File: config.mk
export PLATFORM = sky130hd
export DESIGN_NAME = clock_reset_sequencer
export DESIGN_NICKNAME = d
export VERILOG_FILES = /design/src/rtl/clock_reset_sequencer.sv
export SDC_FILE = /design/constraint.sdc
export NUM_CORES = 1
export LEC_CHECK = 0
export BUFFER_PORTS_ARGS = -buffer_cell sky130_fd_sc_hd__buf_2
export CAP_MARGIN = 20
export CORE_MARGIN = 1
export CORE_UTILIZATION = 35
export CTS_CLUSTER_SIZE = 12
export DETAILED_ROUTE_END_ITERATION = 7
export GPL_ROUTABILITY_DRIVEN = 1
export PLACE_DENSITY_LB_ADDON = 0.15
export SLEW_MARGIN = 0
export SYNTH_ARGS = -nofsm -noshare
export SYNTH_HDL_FRONTEND = slang
export SYNTH_SLANG_ARGS = --single-unit
File: constraint.sdc
create_clock -name clk -period 1.46 [get_ports clk]
set_input_delay 0.146 -clock clk [delete_from_list [all_inputs] [get_ports clk]]
set_output_delay 0.146 -clock clk [all_outputs]
set_load 0.01 [all_outputs]
File: src/rtl/clock_reset_sequencer.sv
// clock_reset_sequencer
//
// Sits directly downstream of the PLL and runs from its output clock.
// It qualifies the PLL lock, then releases the system reset synchronously
// once lock has been stable, generates the 3.579 MHz bus clock-enable, and
// counts lock losses taken while running.
//
// Optional feature macro: CLOCK_RESET_SEQUENCER_PHASE_EN
//   When defined, adds enable_3m579_n, a clock-enable pulse offset by half a
//   divider period from enable_3m579.
//
// Ports:
//   clk             in   PLL output clock, the only clock
//   n_reset         in   asynchronous active-low reset
//   pll_lock        in   PLL lock, asynchronous to clk
//   soft_reset_req  in   one-cycle request to re-run the reset hold
//   sys_n_reset     out  system reset, active-low, released synchronously
//   enable_3m579    out  one-clk pulse every CLK_DIV cycles
//   enable_3m579_n  out  half-period-offset pulse (macro builds only)
//   lock_loss_count out  saturating count of lock drops taken from run
//   seq_state       out  0 wait-lock, 1 stable, 2 hold, 3 run
module clock_reset_sequencer #(
  parameter int unsigned LOCK_STABLE_CYCLES = 1024,
  parameter int unsigned RESET_HOLD_CYCLES  = 64,
  parameter int unsigned CLK_DIV            = 46
) (
  input  logic       clk,
  input  logic       n_reset,
  input  logic       pll_lock,
  input  logic       soft_reset_req,
  output logic       sys_n_reset,
  output logic       enable_3m579,
`ifdef CLOCK_RESET_SEQUENCER_PHASE_EN
  output logic       enable_3m579_n,
`endif
  output logic [7:0] lock_loss_count,
  output logic [1:0] seq_state
);

  localparam int unsigned StableW = (LOCK_STABLE_CYCLES > 1) ? $clog2(LOCK_STABLE_CYCLES) : 1;
  localparam int unsigned HoldW   = (RESET_HOLD_CYCLES > 1) ? $clog2(RESET_HOLD_CYCLES) : 1;
  localparam int unsigned DivW    = (CLK_DIV > 1) ? $clog2(CLK_DIV) : 1;

  localparam logic [StableW-1:0] StableMax = StableW'(LOCK_STABLE_CYCLES - 1);
  localparam logic [HoldW-1:0]   HoldMax   = HoldW'(RESET_HOLD_CYCLES - 1);
  localparam logic [DivW-1:0]    DivMax    = DivW'(CLK_DIV - 1);
`ifdef CLOCK_RESET_SEQUENCER_PHASE_EN
  localparam logic [DivW-1:0]    DivHalf   = DivW'(CLK_DIV / 2 - 1);
`endif

  typedef enum logic [1:0] {
    StWaitLock = 2'd0,
    StStable   = 2'd1,
    StHold     = 2'd2,
    StRun      = 2'd3
  } state_e;

  state_e             state_q, state_d;
  logic               lock_meta_q, lock_s_q;
  logic [StableW-1:0] stable_q, stable_d;
  logic [HoldW-1:0]   hold_q, hold_d;
  logic [DivW-1:0]    div_q, div_d;
  logic [7:0]         loss_q, loss_d;
  logic               sys_n_reset_q, sys_n_reset_d;
  logic               enable_q, enable_d;
  logic               div_run_d;
  logic [DivW-1:0]    div_inc;
`ifdef CLOCK_RESET_SEQUENCER_PHASE_EN
  logic               enable_n_q, enable_n_d;
`endif

  assign div_inc = (div_q == DivMax) ? '0 : div_q + 1'b1;

  always_comb begin
    state_d  = state_q;
    stable_d = '0;
    hold_d   = '0;
    div_d    = '0;
    loss_d   = loss_q;
    unique case (state_q)
      StWaitLock: begin
        if (lock_s_q) state_d = StStable;
      end
      StStable: begin
        if (!lock_s_q) begin
          state_d = StWaitLock;
        end else if (stable_q == StableMax) begin
          state_d = StHold;
        end else begin
          stable_d = stable_q + 1'b1;
        end
      end
      StHold: begin
        div_d = div_inc;
        if (!lock_s_q) begin
          state_d = StWaitLock;
          div_d   = '0;
        end else if (soft_reset_req) begin
          // Restarts only the hold count; the divider keeps its phase.
          hold_d = '0;
        end else if (hold_q == HoldMax) begin
          state_d = StRun;
        end else begin
          hold_d = hold_q + 1'b1;
        end
      end
      StRun: begin
        div_d = div_inc;
        if (!lock_s_q) begin
          // Lock loss takes priority over a simultaneous soft reset request.
          state_d = StWaitLock;
          div_d   = '0;
          if (loss_q != 8'hFF) loss_d = loss_q + 8'd1;
        end else if (soft_reset_req) begin
          state_d = StHold;
          div_d   = '0;
        end
      end
    endcase
  end

  // Outputs are registered from next-state values so they change on the
  // same edge as the state, with no input-to-output combinational path.
  always_comb begin
    div_run_d     = (state_d == StHold) || (state_d == StRun);
    // Rises one edge after the state becomes run.
    sys_n_reset_d = (state_q == StRun) && (state_d == StRun);
    enable_d      = div_run_d && (div_d == DivMax);
`ifdef CLOCK_RESET_SEQUENCER_PHASE_EN
    enable_n_d    = div_run_d && (div_d == DivHalf);
`endif
  end

  always_ff @(posedge clk or negedge n_reset) begin
    if (!n_reset) begin
      lock_meta_q   <= 1'b0;
      lock_s_q      <= 1'b0;
      state_q       <= StWaitLock;
      stable_q      <= '0;
      hold_q        <= '0;
      div_q         <= '0;
      loss_q        <= 8'd0;
      sys_n_reset_q <= 1'b0;
      enable_q      <= 1'b0;
`ifdef CLOCK_RESET_SEQUENCER_PHASE_EN
      enable_n_q    <= 1'b0;
`endif
    end else begin
      lock_meta_q   <= pll_lock;
      lock_s_q      <= lock_meta_q;
      state_q       <= state_d;
      stable_q      <= stable_d;
      hold_q        <= hold_d;
      div_q         <= div_d;
      loss_q        <= loss_d;
      sys_n_reset_q <= sys_n_reset_d;
      enable_q      <= enable_d;
`ifdef CLOCK_RESET_SEQUENCER_PHASE_EN
      enable_n_q    <= enable_n_d;
`endif
    end
  end

  assign sys_n_reset     = sys_n_reset_q;
  assign enable_3m579    = enable_q;
  assign lock_loss_count = loss_q;
  assign seq_state       = state_q;
`ifdef CLOCK_RESET_SEQUENCER_PHASE_EN
  assign enable_3m579_n  = enable_n_q;
`endif

endmodule
Yosys cells after proc, flatten, opt, wreduce, memory -nomap -nowiden. Cells that the tools add are included.

Bits in registers: 36. Bits in latches: 0. RAM bits: 0. Memory bits (read-only): 0. Input bits: 4. Output and inout port bits: 12. Memories: 0.

$add $sub $neg: 4. Multipliers: 0. Div/mod/pow operators: 0. $lt $le $gt $ge: 0. Equality and inequality tests: 10. Shift-type cells: 0. Mux-type cells: 21. Bitwise operators: 1. Reduce and logical (&&, ||, !) cells: 5.

Operators by type and width (count): 6-bit two-way mux (8); 10-bit two-way mux (3); 6-bit equality test, second input constant (3); 2-bit two-way mux (8); 6-bit by 1-bit adder with 6-bit output, second input constant (2); 6-bit one-hot mux with 2 select lines (1); 10-bit by 1-bit adder with 10-bit output, second input constant (1); 10-bit equality test, second input constant (1); 8-bit by 1-bit adder with 8-bit output, second input constant (1); 2-bit equality test, second input constant (4); 8-bit != test, second input constant (1); 2-bit one-hot mux with 4 select lines (1); 3-bit AND reduction (1); 2-bit by 1-bit equality test with 1-bit output, second input constant (1); 1-bit logical AND (2); 2-bit logical NOT (1); 1-bit logical OR (1); 1-bit inverter (1).

Logic depth before layout (Yosys ltp). Gate-level depths: netlist of the first run.

Depth in word-level cells: 8. Gate-level depth with buffers: 5.

Least setup slack after synthesis of the first run. Ideal clock, no wire load.

Path type: register -> register. From: register loss_q[0] (netlist: lock_loss_count[0]). To: register loss_q[1] (netlist: lock_loss_count[1]). Library setup time: 0.125 ns. Arrival time: 1.541 ns. Setup slack: -0.206 ns. Stages on the path, launching flop included: 5. Clock period less this slack: 1.666 ns. Cell sequence: dfrtp_1 -> ha_1 -> nand2_1 -> o31ai_1 -> mux2_2.

Cells in the longest elaborated chain, start to end: 2.

Ends and longest elaborated chain: from (decl) (line 63) `logic [7:0] loss_q, loss_d;`; from (signal assigned) (line 155) `loss_q <= loss_d;`; parallel branches: the longest is 2 deep, another holds 8-bit by 1-bit adder with 8-bit output.

Several ways; the timed one is not identified. A chain may end at the register's enable or synchronous reset.

Worst setup path after layout of the first run.
From: register div_q[1]. To: register enable_q (netlist: enable_3m579).

Cells in the longest elaborated chain, start to end: 7.

Ends and longest elaborated chain: from (decl) (line 62) `logic [DivW-1:0] div_q, div_d;`; from (signal assigned) (line 154) `div_q <= div_d;`; 6-bit by 1-bit adder with 6-bit output / 6-bit equality test (equally long branches) (line 72) `assign div_inc = (div_q == DivMax) ? '0 : div_q + 1'b1;`; 6-bit two-way mux (*) (line 72); 6-bit two-way mux (line 114) `end else if (soft_reset_req) begin`; 6-bit two-way mux (line 109) `if (!lock_s_q) begin`; 6-bit one-hot mux with 2 select lines (*) (line 80) `unique case (state_q)`; 6-bit equality test (*) (line 128) `enable_d = div_run_d && (div_d == DivMax);`; 1-bit logical AND (*) (line 128); named net enable_d (line 65) `logic enable_q, enable_d;`; to (signal assigned) (line 157) `enable_q <= enable_d;`; to (decl) (line 65).

The timed path passes the listed nets; every way through them passes the cells marked *.

==> results.md, run 1 <==
* Top-count cell post-synth: dfrtp_1
* CTS tree: yes
* Sink Count at 36
* Syn nets at 172
* Post-synthesis compound-gate area fraction at 11.1%
* Leak at roughly 0.0010 uW
* Max cap viols at 0
* Util after Layout at 48.6%
* Total power at around 2000 uW
* Post-Route WL at 3650 um
* Buffers on Ports at 15
* DRC at 0
* TNS Setup at -0.0342 ns
* Via count at ~1,400
* Core ar. at 4720 um2
* Kind of critical path: reg -> reg
* RSZ-0062 raised after global routing: true
* Synth Instances at roughly 160
* Synth Area in XOR/XNOR at under 10%
* Worst path cell trace: inv_1 -> ha_1 -> or4bb_1 -> a2111oi_4
* Synth top area cells: dfrtp_1 52%, nand3_1 4.4%, ha_1 3.6%, xor2_1 3.6%, nor3_1 3.5%
* Main combinational cell family by area after synthesis: simple AND/OR/NAND/NOR gates
* Placed instance area at 2100 um2
* Count of cell types in the netlist at 40
* Clock Tree Buf Depth at 2
* Post-synthesis adder-cell area fraction at between 3 and 4%
* CP delay by family, top: simple AND/OR/NAND/NOR gates
* Layout Nets at between 200 and 250
* Top_reg_cell synth: dfrtp_1
* Status: finished with violations
* Fin area at approximately 2300 um2
* Die Span Y at a little over 70 um
* Fraction of layout cells with a size suffix above 1 at 34.0%
* Worst VDD drop at ~0.00066 V
* Synth warn at 0
* Slew margin rel. at 71.2%
* Area share of the largest cell type after synthesis at about 52%
* Crit. End Element: register
* Crit-path slowest cell: or4bb_1
* Post-synthesis async set-or-reset flop share at between 90% and 100%
* WP data arrival at 1.68 ns
* Worst setup SP type: register
* Cells after DPL at 267
* Finished Layout Cells at 279
* N_diodes at 0
* Synth Area per Inst at 10.6 um2
* Cell area after synthesis at around 1700 um2
* Vias in the first global route at 1,434
* Routed Antenna Nets at 0
* Htree depth at 2
* Global route overflow at 0
* Wire per inst at 13.1 um
* Initial Utilization at a little over a third
* Final hold vios at 0
* DRT Pass-1 Iters at 4
* Final max-slew violation count at 0
* Post-synth top cells: 36 x dfrtp_1, 15 x nand3_1, 13 x nand2_1
* EDFF count, synth at 0
* Average vias per placed instance at approximately 5
* Setup ws final at -0.0342 ns
* Peak Freq at around 670 MHz
* Worst-margin pin slew at 0.427 ns
* CTS clk-pin slew, worst paths at ~0.070 ns
* CTS root buf: clkbuf_8
* Clock skew at just under 0.005 ns
* Max incr delay on CP at about 0.44 ns
* Buf+Inv Stages, Crit Path at 1
* Gp weighted congestion at just over 0.8
* Area Overhead vs Synth at 33.1%
* Power density cells at about 870 nW/um2
* Global-route wire length before repair at ~6000 um
* Global Route Usage Sum at roughly 15%
* Simple-gate share of the synthesized area at between 20 and 25%
* Register bit count reported by yosys at 36
* Final Cycle Share at 102%
* Worst-path fanout max at 2
* Initial antenna violation count at 0
* Post-synth top area cell: dfrtp_1
* Multiplexer area fraction after synthesis at under 10%
* Row count at 25
* Crit path time final at 1.49 ns
* Clock latency on the worst-skew pair at 0.29 ns
* Largest net degree at the start of global routing at 23
* Die Span X at just over 70 um
* Die area at roughly 5200 um2
* Iteration-0 DRC count of the detailed router at 88
* DPL Wire Length at roughly 2700 um
* Io pins at 16
* Sequential element share of the synthesized area at a little over half
* Worst Path Required at 1.64 ns
* Total CTS buffers at 5
* Failing checks: negative setup slack
* Worst hold path class: in -> reg
* Final Setup Violations at 1
## through the flow
step,setup slack [ns],hold slack (ns)
after floorplan,-0.0580,-0.150
final,-0.0342,0.115
after detailed placement,-0.0932,0.0834
after global routing,-0.105,0.109
after CTS,0.000119,0.101
after global placement,-0.0492,0.0788
## placed cells by master (no fill, tap or decap), types with 7 or more instances in the layout
cell     instances
nor2_1           7
o21ai_0          7
nand3_1         15
xor2_1           7
buf_4           26
nand2_1         11
nor3_1          11
buf_2           15
dfrtp_1         36
a21oi_1          8
## layer usage
| metal | up-vias | wire length [um] | track usage [%] | part of all wire (%) |
|---|---|---|---|---|
| li1 | 696 | - | - | - |
| met1 | 710 | 1670 | 17.1 | 46 |
| met2 | 20 | 1830 | 26.6 | 50 |
| met3 | 2 | 120 | 5.00 | 3.3 |
| met4 | 0 | 23 | 5.01 | 0.63 |
| met5 | - | 0 | 0 | 0 |
## worst paths after layout
check,slack (ns),from,cells after the start,end
setup / recovery,-0.03,div_q[1],4,enable_3m579
hold / removal,0.11,soft_reset_req,2,sys_n_reset
setup reg to reg,-0.03,div_q[1],4,enable_3m579
hold reg to reg,0.36,lock_meta_q,0,lock_s_q
max in group asynchronous,0.71,n_reset,3,lock_loss_count[3]
min in group asynchronous,0.32,n_reset,2,hold_q[1]
## flip-flops by register name, summed over array words and instances (netlist names)
register,flops
div_q,6
enable_3m579,1
stable_q,10
lock_s_q,1
hold_q,6
lock_meta_q,1
lock_loss_count,8
seq_state,2
sys_n_reset,1
## final cells by class
type                    count  area [um2]
multi-input cells         120         873
well taps                  67        83.8
inverters                   4        15.0
fillers                   446        2430
repair buffers             44         310
flip-flops and latches     36         901
clock buffers               5        68.8
clock inverters             3        42.5
## report_power, final
group	switching (uW)	internal, uW	leakage (uW)
clock	366	505	0.0000541
combinational	59.1	49.9	0.000458
sequential	14.3	1010	0.000496
## cell families (layout without fill, tap and decap cells)
family,after synthesis,count (layout)
muxes,5,5
xor gates and xnor gates,10,10
DFF,36,36
AOI/OAI and AO/OA,29,29
adders and majority gates,5,5
and+or+nand+nor,71,71
buffers and inverters,7,56
## timing repair
item	CTS	global route
hold buffers	2	0
resized for setup	2	7
pin swaps	2	6
hold endpoints to repair	15	0
endpoints found under the setup margin	2	12
setup buffers	1	1
Note: power is estimated with default switching activity, not from simulation.
==> inputs of run 2 (changes only) <==
Settings changed: CORE_ASPECT_RATIO set to 0.6.
==> run 2 against run 1 <==
  * The flow still finishes with violations (negative setup slack)
  * Highest routed layer unchanged
  * Non-clock buffer count up 5
  * Sequential power about the same
  * Clock power is 14% lower
  * Setup slack worse by 0.098 ns
  * Global-route usage is 0.43 points higher
  * Utilization rose by 1.3 points
  * Clock skew shrank 0.0023 ns
  * Total power shrank 6.3%
==> results.md, run 2 (synthesized netlist as in run 1, its figures left out) <==
* Initial antenna violation count at 0 (unchanged)
* DPL Wire Length at 2680 um (-0.76%)
* Final max-slew violation count at 0 (unchanged)
* Worst hold path class: in -> reg
* Initial Utilization at 37.0% (+0.50 points)
* Fraction of layout cells with a size suffix above 1 at 37.0% (+3.1 points)
* Worst VDD drop at 0.000508 V (-23%)
* Placed instance area at 2110 um2 (+0.24%)
* Slew margin rel. at 69.6% (-1.6 points)
* Smallest hold slack at 0.122 ns (+0.00761 ns)
* Routed Antenna Nets at 0 (unchanged)
* Iteration-0 DRC count of the detailed router at 56 (-36%)
* Worst Path Required at 1.64 ns (about the same)
* Vias in the first global route at 1,268 (-12%)
* Global route overflow at 0 (unchanged)
* Clock skew at 0.00263 ns (-0.00231 ns)
* Row count at 19 (-24%)
* Max cap viols at 0 (unchanged)
* Global-route wire length before repair at 6220 um (+3.5%)
* Worst-margin pin slew at 0.456 ns (+0.0288 ns)
* CTS clk-pin slew, worst paths at 0.07 ns (about the same)
* WP data arrival at 1.77 ns (+0.09 ns)
* N_diodes at 0 (unchanged)
* Worst-path fanout max at 2 (unchanged)
* Status: finished with violations
* CTS tree: yes
* FILL cells at 446 (unchanged)
* Area Overhead vs Synth at 34.9%
* Final hold vios at 0 (unchanged)
* Setup ws final at -0.132 ns (-0.0981 ns)
* Most frequent cells in the layout: 35 x dfrtp_1, 32 x buf_4, 15 x buf_2
* Crit. End Element: register
* RSZ-0062 raised after global routing: true
* Most common library cell in the layout ignoring fill and taps: dfrtp_1
* Htree depth at 2 (unchanged)
* Largest Register: stable_q
* Fin area at 2330 um2 (+1.4%)
* Final Setup Violations at 1 (unchanged)
* Die area at 5220 um2 (+0.18%)
* Layout Nets at 225 (+2.3%)
* Kind of critical path: reg -> reg
* Largest net degree at the start of global routing at 37 (+61%)
* Post-Route WL at 3750 um (+2.8%)
* Max FFs per register at 10 (unchanged)
* DRT Pass-1 Iters at 4 (unchanged)
* Die Span Y at 56.4 um (-22%)
* Global Route Usage Sum at 15.5% (+0.43 points)
* Via count at 1,420 (-0.56%)
* Crit path time final at 1.59 ns (+0.0981 ns)
* Core ar. at 4660 um2 (-1.4%)
* Peak Freq at 628 MHz (-6.2%)
* Pre-CTS setup slack at -0.158 ns (-0.0653 ns)
* Power density cells at 806 nW/um2 (-7.6%)
* Clock Tree Buf Depth at 2 (unchanged)
* Die Span X at 92.6 um (+28%)
* CTS root buf: clkbuf_8
* Final Cycle Share at 109% (+6.7 points)
* Io pins at 16 (unchanged)
* Buffers on Ports at 15 (unchanged)
* Gp weighted congestion at 0.805 (-0.43%)
* Worst setup SP type: register
* Clock latency on the worst-skew pair at 0.28 ns (about the same)
* Failing checks: negative setup slack
* Total CTS buffers at 5 (unchanged)
* Leak at 0.00104 uW (+3.6%)
* Wire per inst at 13.4 um (+2.8%)
* DRC at 0 (unchanged)
* Average vias per placed instance at 5.09 (-0.56%)
* Sink Count at 36 (unchanged)
run 2: cell types whose count changed in the layout (fill, tap and decap cells not counted), sizes merged:
cell      before  now
clkinvlp       1    0
clkbuf         5    7
buf           42   47
clkinv         1    0
bufinv         1    0
run 2: worst paths after layout:
kind	start	to	slack [ns]	depth (start not counted)
min	soft_reset_req	sys_n_reset	0.12	2
max in group asynchronous	n_reset	lock_loss_count[0]	0.69	3
min reg2reg	lock_meta_q	lock_s_q	0.35	0
max	div_q[0]	enable_3m579	-0.13	3
max reg2reg	div_q[0]	enable_3m579	-0.13	3
min in group asynchronous	n_reset	stable_q[2]	0.43	3
run 2: cell type report:
cell class                      count  area, um2  share of cell area (%)
Multi-Input combinational cell    120        898                    38.6
Sequential cell                    36        902                    38.8
Timing Repair Buffer               49        335                    14.4
Clock buffer                        7       96.3                    4.14
Inverter                            4       15.0                   0.646
Tap cell                           63       78.8                    3.39
run 2: stage by stage:
stage          cells  util [%]  total power, uW  TNS, ns
2_1_floorplan    163         -             1080   -0.107
3_3_place_gp     266      45.2             1140  -0.0587
3_5_place_dp     266      45.2             1140   -0.158
4_1_cts          276      48.0             1900  -0.0454
5_1_grt          279      49.9             1970   -0.254
6_report         279      49.9             1880   -0.132
run 2: metal layers:
layer	track usage [%]	wire length [um]
met5	0	0
met4	5.27	31
met3	4.47	145
met2	19.9	1530
met1	24.2	2040
run 2: worst max-delay path, cell delays in order (launching register included):
cell       delay, ns
dfrtp_1         0.39
ha_1            0.29
or4bb_1         0.46
a2111oi_4       0.35
run 2: where the power goes:
group	internal, uW	switching (uW)
logic	46.7	62.1
registers	1010	13.3
clock network	420	325
run 2: repair_timing:
action	CTS	global route
pin swaps	2	5
hold buffers	2	0
gates resized for setup	2	12
setup endpoints to repair	2	15
hold endpoints to repair	37	0
gates cloned	0	0
buffers inserted	1	3
